File: config.mk
export PLATFORM = sky130hd
export DESIGN_NAME = scale_ctrl
export DESIGN_NICKNAME = d
export VERILOG_FILES = /design/src/rtl/scale_ctrl.sv
export SDC_FILE = /design/constraint.sdc
export NUM_CORES = 1
export LEC_CHECK = 0
export BUFFER_PORTS_ARGS = -buffer_cell sky130_fd_sc_hd__buf_2
export CAP_MARGIN = 15
export CORE_MARGIN = 3
export CORE_UTILIZATION = 46
export DETAILED_ROUTE_END_ITERATION = 10
export HOLD_SLACK_MARGIN = 0.03
export PLACE_DENSITY_LB_ADDON = 0.2
export RECOVER_POWER = 100
export SYNTH_ARGS = -nofsm -noshare
export SYNTH_HDL_FRONTEND = slang
export SYNTH_SLANG_ARGS = --single-unit
File: constraint.sdc
create_clock -name clk_in -period 5.5 [get_ports clk_in]
set_input_delay 0.55 -clock clk_in [delete_from_list [all_inputs] [get_ports clk_in]]
set_output_delay 0.55 -clock clk_in [all_outputs]
set_load 0.05 [all_outputs]
File: src/rtl/scale_ctrl.sv
// -----------------------------------------------------------------------------
// scale_ctrl
//
// Display scale-mode controller plus frame-buffer address generator.
//
// A debounced button advances the scale mode through 0 -> 2 -> 3 -> 0. The
// raster position (hcount_in, vcount_in) is mapped through the current mode
// into a 240x320 frame-buffer read address, with two cycles of latency.
//
// Build option:
//   SCALE_FRAME_SYNC_EN  defined   : a press only records a target mode. The
//                                    target is applied on the next
//                                    new_frame_in pulse, so the picture never
//                                    changes scale mid-frame.
//   SCALE_FRAME_SYNC_EN  undefined : a press applies the next mode at once and
//                                    new_frame_in is ignored.
//
// Parameters:
//   RESET_SCALE        scale mode loaded on reset (legal values: 0, 2, 3)
//
// Ports:
//   clk_in             pixel clock (single clock domain)
//   rst_in             synchronous, active-high reset
//   btn_pulse_in       one-cycle request to advance the scale mode
//   new_frame_in       one-cycle pulse at the start of each frame
//   hcount_in[10:0]    raster column
//   vcount_in[9:0]     raster row
//   scale_out[1:0]     scale mode currently applied
//   pending_out        high while a mode change waits for the next frame
//   scale_changed_out  one-cycle pulse in the cycle after a mode is applied
//   addr_out[16:0]     frame-buffer read address (0 when not valid)
//   addr_valid_out     qualifies addr_out
// -----------------------------------------------------------------------------
module scale_ctrl #(
  parameter logic [1:0] RESET_SCALE = 2'd0
) (
  input  logic        clk_in,
  input  logic        rst_in,
  input  logic        btn_pulse_in,
  input  logic        new_frame_in,
  input  logic [10:0] hcount_in,
  input  logic [9:0]  vcount_in,
  output logic [1:0]  scale_out,
  output logic        pending_out,
  output logic        scale_changed_out,
  output logic [16:0] addr_out,
  output logic        addr_valid_out
);

  typedef enum logic {
    IDLE    = 1'b0,
    PENDING = 1'b1
  } state_t;

  // Mode sequence 0 -> 2 -> 3 -> 0. Mode 1 is never produced; should it ever
  // appear it is pushed back into the legal sequence.
  function automatic logic [1:0] next_mode(input logic [1:0] m);
    case (m)
      2'd0:    next_mode = 2'd2;
      2'd2:    next_mode = 2'd3;
      2'd3:    next_mode = 2'd0;
      default: next_mode = 2'd2;
    endcase
  endfunction

  state_t     state_q, state_nxt;
  logic [1:0] scale_q, scale_nxt;
  logic       load;
  logic       changed_q;

`ifdef SCALE_FRAME_SYNC_EN
  logic [1:0] target_q, target_nxt;

  always_comb begin
    state_nxt  = state_q;
    scale_nxt  = scale_q;
    target_nxt = target_q;
    load       = 1'b0;
    case (state_q)
      IDLE: begin
        // A press in IDLE always waits for the next frame, even if a frame
        // pulse coincides with it.
        if (btn_pulse_in) begin
          target_nxt = next_mode(scale_q);
          state_nxt  = PENDING;
        end
      end
      PENDING: begin
        if (btn_pulse_in && new_frame_in) begin
          // The coincident press counts before the frame applies it.
          scale_nxt  = next_mode(target_q);
          target_nxt = next_mode(target_q);
          load       = 1'b1;
          state_nxt  = IDLE;
        end else if (btn_pulse_in) begin
          target_nxt = next_mode(target_q);
        end else if (new_frame_in) begin
          scale_nxt = target_q;
          load      = 1'b1;
          state_nxt = IDLE;
        end
      end
      default: state_nxt = IDLE;
    endcase
  end

  always_ff @(posedge clk_in) begin
    if (rst_in) begin
      target_q <= RESET_SCALE;
    end else begin
      target_q <= target_nxt;
    end
  end
`else
  // Immediate mode: frame pulses play no part.
  logic unused_new_frame;
  assign unused_new_frame = new_frame_in;

  always_comb begin
    state_nxt = IDLE;
    scale_nxt = scale_q;
    load      = 1'b0;
    if (btn_pulse_in) begin
      scale_nxt = next_mode(scale_q);
      load      = 1'b1;
    end
  end
`endif

  always_ff @(posedge clk_in) begin
    if (rst_in) begin
      state_q   <= IDLE;
      scale_q   <= RESET_SCALE;
      changed_q <= 1'b0;
    end else begin
      state_q   <= state_nxt;
      scale_q   <= scale_nxt;
      changed_q <= load;
    end
  end

  assign scale_out         = scale_q;
  assign pending_out       = (state_q == PENDING);
  assign scale_changed_out = changed_q;

  // ---------------------------------------------------------------------------
  // Input -> stage 1: map raster position into frame-buffer coordinates using
  // the mode held in scale_q, so a mode change reaches this stage one cycle
  // after scale_out updates while pixels already in flight keep the old mode.
  // ---------------------------------------------------------------------------
  logic [7:0] sh_d, sh_p1;
  logic [8:0] sv_d, sv_p1;
  logic       vld_d, vld_p1;

  always_comb begin
    sh_d  = hcount_in[7:0];
    sv_d  = vcount_in[8:0];
    vld_d = (hcount_in < 11'd240) && (vcount_in < 10'd320);
    case (scale_q)
      2'd2: begin
        sh_d  = hcount_in[9:2];
        sv_d  = vcount_in[9:1];
        vld_d = (hcount_in < 11'd960) && (vcount_in < 10'd640);
      end
      2'd3: begin
        sh_d  = hcount_in[8:1];
        sv_d  = vcount_in[9:1];
        vld_d = (hcount_in < 11'd480) && (vcount_in < 10'd640);
      end
      default: ;
    endcase
  end

  always_ff @(posedge clk_in) begin
    if (rst_in) begin
      sh_p1  <= '0;
      sv_p1  <= '0;
      vld_p1 <= 1'b0;
    end else begin
      sh_p1  <= sh_d;
      sv_p1  <= sv_d;
      vld_p1 <= vld_d;
    end
  end

  // ---------------------------------------------------------------------------
  // Stage 1 -> stage 2: linear address. Valid coordinates keep sv <= 319 and
  // sh <= 239, so the result tops out at 76799 and fits 17 bits. Invalid
  // pixels drive a zero address.
  // ---------------------------------------------------------------------------
  logic [16:0] addr_p2;
  logic        vld_p2;

  always_ff @(posedge clk_in) begin
    if (rst_in) begin
      addr_p2 <= '0;
      vld_p2  <= 1'b0;
    end else begin
      addr_p2 <= vld_p1 ? (17'(sv_p1) * 17'd240 + 17'(sh_p1)) : 17'd0;
      vld_p2  <= vld_p1;
    end
  end

  assign addr_out       = addr_p2;
  assign addr_valid_out = vld_p2;

endmodule

### Yosys cells after proc, flatten, opt, wreduce, memory -nomap -nowiden

Index checks and enable logic that the tools add are counted.

* $add $sub $neg: 1
* $mul: 1
* magnitude comparators: 5
* equal/unequal tests: 2
* multiplexer cells: 5
* bitwise logic cells: 1
* reductions and logical operators: 5

Operators by type and width (count)
* adder 17 x 8 -> 17 bit: 1
* one-hot mux 8 bit (2 select lines): 1
* multiplier 9 x 4 -> 13 bit (second input constant): 1
* < comparator 11 x 10 -> 1 bit (second input constant): 1
* < comparator 11 x 8 -> 1 bit (second input constant): 1
* < comparator 11 x 9 -> 1 bit (second input constant): 1
* < comparator 10 bit (second input constant): 1
* < comparator 10 x 9 -> 1 bit (second input constant): 1
* 2-to-1 mux 9 bit: 1
* equality test 2 bit (second input constant): 2
* one-hot mux 2 bit (2 select lines): 1
* OR reduction 2 bit: 2
* logical AND 1 bit: 3
* one-hot mux 1 bit (2 select lines): 1
* 2-to-1 mux 1 bit: 1
* inverter 1 bit: 1

* bits in registers: 39
* input port bits: 25
* logic and storage cells: 27

### Longest topological paths before layout

* word-level depth: 3
* depth in mapped cells: 13
* depth with buffers taken out: 12

### Least setup slack after synthesis

Ideal clock, no wire load.

* kind: register to register
* start point: register sv_p1[0]
* end point: register addr_p2[16] (netlist: addr_out[16])
* data arrival time: 3.354 ns
* path slack: 2.075 ns
* cell stages (with the launch flop): 13
* path buffers: 0
* clock period less this slack: 3.425 ns
* path through: dfxtp_1 fa_1 inv_1 fa_1 fa_1 inv_1 ha_1 a21oi_1 nor2_1 and4_1 nand3_2 or4_1 a21oi_1

* word-level cells in the longest chain between the ends: 2

RTL lines
* start: declaration: RTL line 152 `logic [8:0] sv_d, sv_p1;`
* start signal: assignment: RTL line 181 `sv_p1 <= sv_d;`
* multiplier 9 x 4 -> 13 bit: RTL line 199 `addr_p2 <= vld_p1 ? (17'(sv_p1) * 17'd240 + 17'(sh_p1)) : 17'd0;`
* adder 17 x 8 -> 17 bit: RTL line 199
* end signal: assignment: RTL line 199
* end: declaration: RTL line 191 `logic [16:0] addr_p2;`

No other way between the ends.
A chain may end at the register's enable or synchronous reset.

### Worst setup path in the final report

* start point: register sv_p1[2]
* end point: register addr_p2[16] (netlist: addr_out[16])

The elaborated chain is that of the path after synthesis.

==> summary.md <==
| Metric | Value |
|---|---|
| Status | `finished clean` |
| # DRC | `0` |
| Row cnt | `26` |
| Area of the multi-input gates | `1560 um2` |
| Reg2reg setup slack | `1.77 ns` |
| Yosys warns | `0` |
| Post-detailed-route count of antenna-violating nets | `0` |
| Slew @ Worst Pin | `1.10 ns` |
| Core area | `5200 um2` |
| Yosys cell types | `45` |
| Synthesized Nets | `338` |
| WP data required | `5.72 ns` |
| Fin. Hold Viols | `0` |
| Max-slew violation count | `0` |
| Place WS | `1.83 ns` |
| Drt pass-1 iters | `3` |
| P_leak | `1.28 nW` |
| First-iteration detailed-routing DRC count | `38` |
| Crit start category | `flop` |
| Die Width | `80.3 um` |
| Number of cells on the critical path | `12` |
| Final setup violation count | `0` |
| # diodes | `0` |
| Initial antenna violation count | `0` |
| Setup Skew | `0.0113 ns` |
| Max Cap Violations | `0` |
| Area Growth Syn to Fin | `13.1%` |
| CTS Root Cell | `clkbuf_8` |
| Final Cycle Share | `67.9%` |
| Slew HR | `26.9%` |
| Post-layout minimum cycle time | `3.73 ns` |
| Drt wl/cell | `11.2 um` |
| Overflow after GRT | `0` |
| R2R depth | `12` |
| CP Cell Sequence | `inv_1, fa_1, fa_1, inv_1, ha_1, o21ai_0, a21oi_1, or3_1, o2111ai_1, nand3_1, or4_1, a21oi_1` |
| Placed cell areas | `2800 um2` |
| All-Layer GR Usage | `15.7%` |
| Vias per std cell | `4.77` |
| Ratio of cells with drive above 1 in the final layout | `10.9%` |
| Total CTS buffers | `5` |
| Final nets | `380` |
| RSZ-0062 raised after global routing | `false` |
| Worst stage delay on the critical path | `0.52 ns` |
| Top delay family on crit path | `adder cells` |
| DP HPWL | `3500 um` |
| Final Power | `0.914 mW` |
| Gpl congestion | `0.825` |
| Final wirelength | `4360 um` |
| Area of the die | `6440 um2` |
| First-pass GRT wire length | `8020 um` |
| Number of synthesized flops with an enable pin | `0` |
| Cells resized by post-CTS repair | `0` |
| Clock-pin transition on the worst setup and hold timing paths | `0.09 ns` |
| H-tree levels | `2` |
| Slowest-stage cell, CP | `fa_1` |
| Fillcell total | `517` |
| Reg area | `781 um2` |
| Die height | `80.3 um` |
| Mapped Cells | `277` |
| Sum of buffers and inverters on the critical path | `2` |
| Endpoint type of the worst setup path | `flop` |
| CTS tree | `yes` |
| Mapped cell area | `2540 um2` |
| Vias in the first global route | `1,857` |
| PD cells | `318 nW/um2` |
| HP Class | `in -> reg` |
| PortBufs | `44` |
| Synth Register Bits | `39` |
| Post-synth ARST share | `0%` |
| Post-route cell area | `2870 um2` |
| TritonCTS Sinks | `39` |
| Initial Util | `48.8%` |
| Hold-fix buffers, CTS | `0` |
| Hold path cells | `2` |
| PnR worst setup slack | `1.77 ns` |
| Sequential-to-total area share from yosys stat | `30.8%` |
| Number of setup buffers added after CTS | `0` |
| Ports | `47` |
| Setup tns final | `0 ns` |
| CTS Buffer Depth | `2` |
| Crit path max fanout | `5` |
| Max VDD drop | `0.117 mV` |
| F_max | `268 MHz` |
| WS Path Type | `reg -> reg` |
| Vias | `1,862` |
| Syn Area/Cell | `9.16 um2` |
| Hold slack | `0.415 ns` |
| Largest net degree at the start of global routing | `31` |
| CP Data Arrival Time | `3.96 ns` |
| Main synth FF type | `dfxtp_1` |
| Worst skew pair latency | `0.30 ns` |
## through the flow
step | utilization [%] | std cells
after floorplan | - | 277
after global placement | 53.8 | 382
after detailed placement | 53.8 | 382
after CTS | 56.0 | 390
after global routing | 55.1 | 390
final | 55.1 | 390
## placed cells by master, fill, tap and decap left out, drive strengths merged, types with 4 or more instances in the layout
master	netlist	final
dfxtp	39	39
nor2	37	37
inv	35	36
clkbuf	5	27
buf	4	22
ha	20	20
mux2i	17	17
fa	16	16
a21oi	11	11
xnor2	10	10
a211oi	9	9
nand2	9	9
o21ai	8	8
nand3	7	7
and2	7	7
nor3	6	6
nand2b	5	5
xor2	4	4
## cell type report
class,instances,share of cell area [%]
clock buffer,5,2.40
clock inverter,3,1.66
inverter,35,4.58
multi-input combinational,194,54.4
sequential,39,27.2
tap,70,3.05
timing repair buffer,44,6.71
## Yosys cell counts (all sizes together), types with 2 or more instances
cell type,n,area share (%)
and4,2,0.69
xor2,4,1.4
ha,20,9.9
o21ai,8,1.7
mux2i,17,6.7
clkbuf,5,0.74
fa,16,13
nand4,2,0.49
nor2b,3,0.74
xnor2,10,3.5
a21oi,11,2.3
nand3,7,1.6
o21bai,2,0.74
buf,4,1.0
nand2,9,1.4
o31ai,2,0.59
nand2b,5,1.2
a31oi,3,0.74
a21o,3,0.89
dfxtp,39,31
inv,35,5.2
and2,7,1.7
a211oi,9,2.7
nor3,6,1.2
nor2,37,5.5
## worst paths after layout
path                       from           end
setup / recovery       sv_p1[2]  addr_out[16]
setup reg to reg       sv_p1[2]  addr_out[16]
hold reg to reg        sh_p1[0]   addr_out[0]
hold / removal    hcount_in[10]        vld_p1
## per-layer routing
metal,GRT usage (%),wire length (um),up-vias
met5,0,0,-
met4,6.08,82,0
met3,3.48,208,6
met2,26.4,1970,36
met1,19.4,2100,820
li1,-,-,1000
## registers in the layout, summed over array words and instances (netlist names)
name / count
addr_out: 17
addr_valid_out: 1
scale_changed_out: 1
scale_out: 2
sh_p1: 8
sv_p1: 9
vld_p1: 1
## logic make-up after synthesis
logic type               count (synthesis)  synth area share [%]
AND/OR/NAND/NOR                         82                  15.9
XOR/XNOR                                14                  4.83
buffers and inverters                   44                  6.95
flip-flops                              39                  30.8
other                                    1                 0.148
adder cells (fa/ha/maj)                 36                  22.5
multiplexers                            18                  7.15
AO/OA/AOI/OAI                           43                  11.7
## power breakdown
part           total, mW  switching (mW)  internal (mW)
Combinational      0.360           0.204          0.156
Sequential         0.309          0.0125          0.296
Clock              0.245           0.108          0.137
Total              0.914           0.324          0.590
No activity file was read; power rests on OpenSTA's default activity.
